===== src/rtl/alu_result_seq.sv =====
// alu_result_seq: result stage behind the ALU.
// Captures the 64-bit {hi,lo} result, the destination and the width in one
// cycle, holds the condition flags, and then drives the result onto the
// shared 32-bit bus through a request/grant handshake.
// Wide ops (MUL/DIV) send HI then LO; narrow ops send a single GPR write.
module alu_result_seq #(
  parameter int DATA_W = 32,
  parameter int REG_AW = 4
) (
  input  logic              iClk,
  input  logic              iRst,
  input  logic              iLoad,
  input  logic [DATA_W-1:0] iC_hi,
  input  logic [DATA_W-1:0] iC_lo,
  input  logic              iZero,
  input  logic              iNeg,
  input  logic              iWide,
  input  logic              iSetCC,
  input  logic [REG_AW-1:0] iDest,
  input  logic              iGrant,
  input  logic              iClrOvr,
  output logic              oReady,
  output logic              oBusReq,
  output logic [DATA_W-1:0] oBus,
  output logic              oHiWr,
  output logic              oLoWr,
  output logic              oRegWr,
  output logic [REG_AW-1:0] oRegAddr,
  output logic              oCC_Z,
  output logic              oCC_N,
  output logic              oDone,
  output logic              oOvr
);

  typedef enum logic [1:0] {
    ST_IDLE    = 2'd0,
    ST_SEND_HI = 2'd1,
    ST_SEND_LO = 2'd2
  } state_e;

  state_e              state_q, state_d;
  logic [DATA_W-1:0]   hi_q, lo_q;
  logic [REG_AW-1:0]   dest_q;
  logic                wide_q;
  logic                cc_z_q, cc_n_q;
  logic                ovr_q;

  // A load is accepted only while idle; anything else is an overrun.
  logic                capture_s;
  logic                overrun_s;

  assign capture_s = iLoad && (state_q == ST_IDLE);
  assign overrun_s = iLoad && (state_q != ST_IDLE);

  // State register.
  always_ff @(posedge iClk or posedge iRst) begin
    if (iRst) begin
      state_q <= ST_IDLE;
    end else begin
      state_q <= state_d;
    end
  end

  // Next-state and bus/strobe outputs; strobes follow iGrant within the cycle.
  always_comb begin
    state_d  = state_q;
    oReady   = 1'b0;
    oBusReq  = 1'b0;
    oBus     = {DATA_W{1'b0}};
    oHiWr    = 1'b0;
    oLoWr    = 1'b0;
    oRegWr   = 1'b0;
    oRegAddr = {REG_AW{1'b0}};
    oDone    = 1'b0;
    case (state_q)
      ST_IDLE: begin
        oReady = 1'b1;
        if (iLoad) begin
          state_d = iWide ? ST_SEND_HI : ST_SEND_LO;
        end else begin
          state_d = ST_IDLE;
        end
      end
      ST_SEND_HI: begin
        oBusReq = 1'b1;
        oBus    = hi_q;
        oHiWr   = iGrant;
        if (iGrant) begin
          state_d = ST_SEND_LO;
        end else begin
          state_d = ST_SEND_HI;
        end
      end
      ST_SEND_LO: begin
        oBusReq = 1'b1;
        oBus    = lo_q;
        oDone   = iGrant;
        if (wide_q) begin
          oLoWr = iGrant;
        end else begin
          oRegWr   = iGrant;
          oRegAddr = dest_q;
        end
        if (iGrant) begin
          state_d = ST_IDLE;
        end else begin
          state_d = ST_SEND_LO;
        end
      end
      default: begin
        state_d = ST_IDLE;
      end
    endcase
  end

  // Result capture: words, destination and width are latched only on an accepted load.
  always_ff @(posedge iClk or posedge iRst) begin
    if (iRst) begin
      hi_q   <= {DATA_W{1'b0}};
      lo_q   <= {DATA_W{1'b0}};
      dest_q <= {REG_AW{1'b0}};
      wide_q <= 1'b0;
    end else if (capture_s) begin
      hi_q   <= iC_hi;
      lo_q   <= iC_lo;
      dest_q <= iDest;
      wide_q <= iWide;
    end else begin
      hi_q   <= hi_q;
      lo_q   <= lo_q;
      dest_q <= dest_q;
      wide_q <= wide_q;
    end
  end

  // Condition flags: written only on an accepted load that asks for a CC update.
  always_ff @(posedge iClk or posedge iRst) begin
    if (iRst) begin
      cc_z_q <= 1'b0;
      cc_n_q <= 1'b0;
    end else if (capture_s && iSetCC) begin
      cc_z_q <= iZero;
      cc_n_q <= iNeg;
    end else begin
      cc_z_q <= cc_z_q;
      cc_n_q <= cc_n_q;
    end
  end

  // Sticky overrun flag; a new overrun beats a simultaneous clear.
  always_ff @(posedge iClk or posedge iRst) begin
    if (iRst) begin
      ovr_q <= 1'b0;
    end else if (overrun_s) begin
      ovr_q <= 1'b1;
    end else if (iClrOvr) begin
      ovr_q <= 1'b0;
    end else begin
      ovr_q <= ovr_q;
    end
  end

  assign oCC_Z = cc_z_q;
  assign oCC_N = cc_n_q;
  assign oOvr  = ovr_q;

endmodule


===== config.mk =====
export PLATFORM = sky130hd
export DESIGN_NAME = alu_result_seq
export DESIGN_NICKNAME = d
export VERILOG_FILES = /design/src/rtl/alu_result_seq.sv
export SDC_FILE = /design/constraint.sdc
export NUM_CORES = 1
export LEC_CHECK = 0
export CAP_MARGIN = 20
export CORE_AREA = 2 2 65 129
export CTS_CLUSTER_SIZE = 8
export DETAILED_ROUTE_END_ITERATION = 8
export DIE_AREA = 0 0 67 131
export GPL_ROUTABILITY_DRIVEN = 0
export GPL_TIMING_DRIVEN = 1
export PLACE_DENSITY = 0.79
export SLEW_MARGIN = 5
export SYNTH_ARGS = -nofsm -noshare
export SYNTH_HDL_FRONTEND = slang
export SYNTH_SLANG_ARGS = --single-unit

===== constraint.sdc =====
create_clock -name iClk -period 3.5 [get_ports iClk]
set_clock_uncertainty 0.1 [all_clocks]
set_input_delay 0.7 -clock iClk [delete_from_list [all_inputs] [get_ports iClk]]
set_output_delay 0.7 -clock iClk [all_outputs]
set_load 0.01 [all_outputs]

* Word-level counts from Yosys, hierarchy flattened *
Index checks and enable logic that the tools add are counted.

operators by class
  reduce and logical (&&, ||, !) cells = 7
  multipliers = 0
  shift-type cells = 0
  mux-type cells = 18
  $lt $le $gt $ge = 0
  add/sub/neg operators = 0
  bitwise operators = 0
  eq/ne operators = 2
  div/mod/pow operators = 0

operators with widths
  cell                                                  number
  one-hot mux 32 bit (2 select lines)                   1
  2-to-1 mux 1 bit                                      10
  2-to-1 mux 2 bit                                      4
  2-to-1 mux 4 bit                                      2
  one-hot mux 2 bit (3 select lines)                    1
  nonzero test 2 bit                                    2
  logical AND 1 bit                                     3
  equality test 2 x 1 -> 1 bit (second input constant)  1
  equality test 2 bit (second input constant)           1
  zero test 2 bit                                       1
  OR reduction 2 bit                                    1

word-level totals
  register bits = 74
  input port bits = 77
  output and inout bits = 45
  bits in latches = 0
  ROM bits = 0
  RAM bits = 0
  memories kept = 0
  logic and storage cells = 35

* Logic depth before layout (Yosys ltp) *
  word-level depth = 3
  depth in mapped cells = 6
  gate-level depth less buffers = 4

* Worst setup path before layout *
OpenSTA, ideal clock, no wires.

  path kind = reg2out
  from = register state_q[0]
  to = output oBus[1]
  stages on the path, launching flop included = 7
  path slack = 1.284 ns
  data required time = 2.700 ns
  buffers on the path = 2
  arrival = 1.416 ns
  path through = dfrtp_1 -> inv_1 -> ha_1 -> clkbuf_1 -> clkbuf_1 -> a22oi_1 -> nor2b_1

on the way
  cells in the longest elaborated chain, start to end = 2
  elaborated cells on any way between the ends = 3
  classes of those cells = 2 x eq/ne; 1 x mux

ends and longest elaborated chain
  element                                                                     line  text
  from (decl)                                                                 41    state_e state_q, state_d;
  from (signal assigned)                                                      60    state_q <= state_d;
  equality test 2 bit / equality test 2 x 1 -> 1 bit (equally long branches)  75    case (state_q)
  one-hot mux 32 bit (2 select lines) (*)                                     75
  to (decl)                                                                   24    output logic [DATA_W-1:0] oBus,

Mark *: on every way between the ends. The rest lies on a longest branch, timed or not.

* Final worst setup path *
  from = register state_q[0]
  to = output oBus[21]

The elaborated chain is that of the path after synthesis.

==> impl_metrics.toml <==
[run_status]
status = "finished clean"

[clock_network]
cts_resized = 0
cts_buffers = 9
clockRootBuffer = "clkbuf_16"
ctsHtreeMaxLevel = 3
cts_setup_buffers = 0
clkLatencyLatePin_ps = 330
cts.sinks = 74
cts_tree = "yes"
cts.clk_slew.worst_paths_ps = 50
cts_buffer_depth = 2
ctsHoldBuffers = 0

[power_and_ir_drop]
sw_frac_of_total_pct = 30.3
comb_power_share_pct = 42.9
p_clk_share_pct = 21.0
irDropWorstVdd_mv = 0.599
power_density_nw_per_um2 = 841
seqPwrFrac_pct = 36.2
p_leak_nw = 2.05
net-switching-power_mw = 1.28
p_int_mw = 2.94

[place]
place_area_um2 = 4730
port-buffer-count = 121
dp_hpwl_um = 5800
pre_cts_slack_ps = 614

[setup_path]
path_max_fanout = 13
end_kind = "output port"
critPathKind = "register to output port"
cp.arrival_ps = 2420
critPathLaunchType = "register"
critical_path_required_ps = 2700

[final_layout]
drive_gt1_share_pct = 24.3
fin_area_um2 = 5020
final_common_cell = "clkdlybuf4s50_1"
diodes = 0
final_cell_mix = "clkdlybuf4s50_1, dfrtp_1, mux2_2"
area_delta_synth_final_pct = 46.6
nFillCells = 628
final_nets = 461

[floorplanning]
rows = 46
die_area_um2 = 8780
num_io_pins = 122
floorplan.die.width_um = 67
core-area_um2 = 7830
start_util_pct = 43.7
fp.dieH_um = 131

[sta]
setup_tns_ps = 0
fmax_mhz = 310
finalWorstSetupSlack_ps = 277
slew_headroom_pct = 36.1
post-route-period-util_pct = 92.1
hold_ws_ps = 395
finalSetupViolations = 0
rsz0062_at_grt = "no"
worst_slew_pin_slew_ps = 958
fin_crit_ps = 3220
drv_slew = 0
hold_violations = 0

[synthesis]
synth_seq_cells = 74
synthTopCellsByArea = "dfrtp_1, mux2_2, a22oi_1"
syn_area_um2 = 3420
synth_top_area_cell = "dfrtp_1"
syn_area_per_cell_um2 = 13.3
yosysUniqueCellTypes = 22
synth_cells = 257
seq_area_frac_synth_pct = 54.1
synth_warnings = 0
synth_top_area_share_pct = 54.1
synth_nets = 340

[routing]
ant_nets = 0
vias = 2504
drt-total-wl_um = 8170
drt_iter0_drc = 142
drt_first_pass_iters = 4
drcViolationCount = 0
wl_per_cell_um = 17.1
via_per_inst = 5.24

[grt]
gr-total-overflow = 0
grt_antenna_before_repair = 0
grt_pass1_vias = 2607
grt_pass1_wl_um = 12900
grt.total_usage_pct = 19.8
grt_start_max_net_pins = 70

[flow_run]
cap_viol_max_count = 0

[min_path]
min_path_type = "register to register"
==> state kept, by name, summed over array words and instances, names as in the netlist <==
name / cells
dest_q: 4
hi_q: 32
lo_q: 32
oCC_N: 1
oCC_Z: 1
oOvr: 1
state_q: 2
wide_q: 1
==> power by group through the flow <==
stage | registers, mW | logic [mW] | clock network, mW
after floorplan | 1.47 | 1.15 | 0
after global placement | 1.50 | 1.77 | 0
after detailed placement | 1.54 | 1.82 | 0
after CTS | 1.53 | 1.84 | 0.910
after global routing | 1.58 | 1.96 | 0.956
final | 1.53 | 1.81 | 0.885
==> area by class of cell <==
type | instances | area, um^2 | share of cell area, %
repair buffers | 128 | 1280 | 25.4
well taps | 96 | 120 | 2.39
flip-flops and latches | 74 | 1850 | 36.9
clock inverters | 3 | 40.0 | 0.798
inverters | 5 | 18.8 | 0.374
multi-input cells | 160 | 1470 | 29.2
clock buffers | 12 | 246 | 4.91
==> cells in the mapped netlist <==
| master | n |
|---|---|
| dfrtp_1 | 74 |
| mux2_2 | 61 |
| nor2b_1 | 33 |
| a22oi_1 | 32 |
| mux2_4 | 9 |
| buf_2 | 8 |
| clkbuf_1 | 8 |
| and2_1 | 6 |
| ha_1 | 6 |
| inv_1 | 5 |
| a21oi_1 | 2 |
| buf_6 | 2 |
| nand3_1 | 2 |
| a21bo_2 | 1 |
| and3_1 | 1 |
| mux2i_1 | 1 |
| nand2_1 | 1 |
| nand2_2 | 1 |
| nand2b_1 | 1 |
| nand3b_1 | 1 |
| nor2_1 | 1 |
| o22ai_1 | 1 |
==> layer usage <==
metal | vias to the layer above | GRT usage [%] | part of all wire (%)
li1 | 1148 | - | -
met1 | 1236 | 24.6 | 41
met2 | 109 | 31.3 | 48
met3 | 11 | 7.36 | 9.3
met4 | 0 | 7.44 | 1.5
met5 | - | 0 | 0
==> kinds of logic (layout without fill, tap and decap cells) <==
group / count (synthesis) / after routing / share of synthesized area [%]
flops: 74 / 74 / 54.1
mux: 71 / 71 / 24.3
simple gates: 47 / 47 / 8.40
compound gates: 36 / 36 / 7.78
buf+inv: 23 / 148 / 3.25
fa+ha+maj: 6 / 6 / 2.19
==> critical path, cell delays in order, from the launching register on <==
cell and delay (ps):
dfrtp_1 400, inv_1 150, ha_1 430, buf_4 290, a22oi_1 110, nor2b_1 140
clkdlybuf4s50_1 560
==> worst paths after layout <==
kind	startpoint	endpoint	slack (ps)	cells after the start
setup / recovery	state_q[0]$_DFF_PP0_	oBus[21]	280	6
hold / removal	dest_q[1]$_DFFE_PP0P_	dest_q[1]$_DFFE_PP0P_	400	1
setup reg to reg	state_q[0]$_DFF_PP0_	lo_q[12]$_DFFE_PP0P_	1340	4
hold reg to reg	dest_q[1]$_DFFE_PP0P_	dest_q[1]$_DFFE_PP0P_	400	1
max in group asynchronous	iRst	hi_q[17]$_DFFE_PP0P_	1890	3
min in group asynchronous	iRst	oCC_N$_DFFE_PP0P_	650	2
==> per-stage QoR <==
| stage | util (%) | cells | power, mW |
|---|---|---|---|
| detailed placement | 60.5 | 463 | 3.36 |
| floorplan | - | 257 | 2.62 |
| global placement | 60.5 | 463 | 3.28 |
| finish | 64.1 | 478 | 4.22 |
| global route | 64.1 | 478 | 4.49 |
| CTS | 64.1 | 478 | 4.27 |
Note: power is estimated with default switching activity, not from simulation.
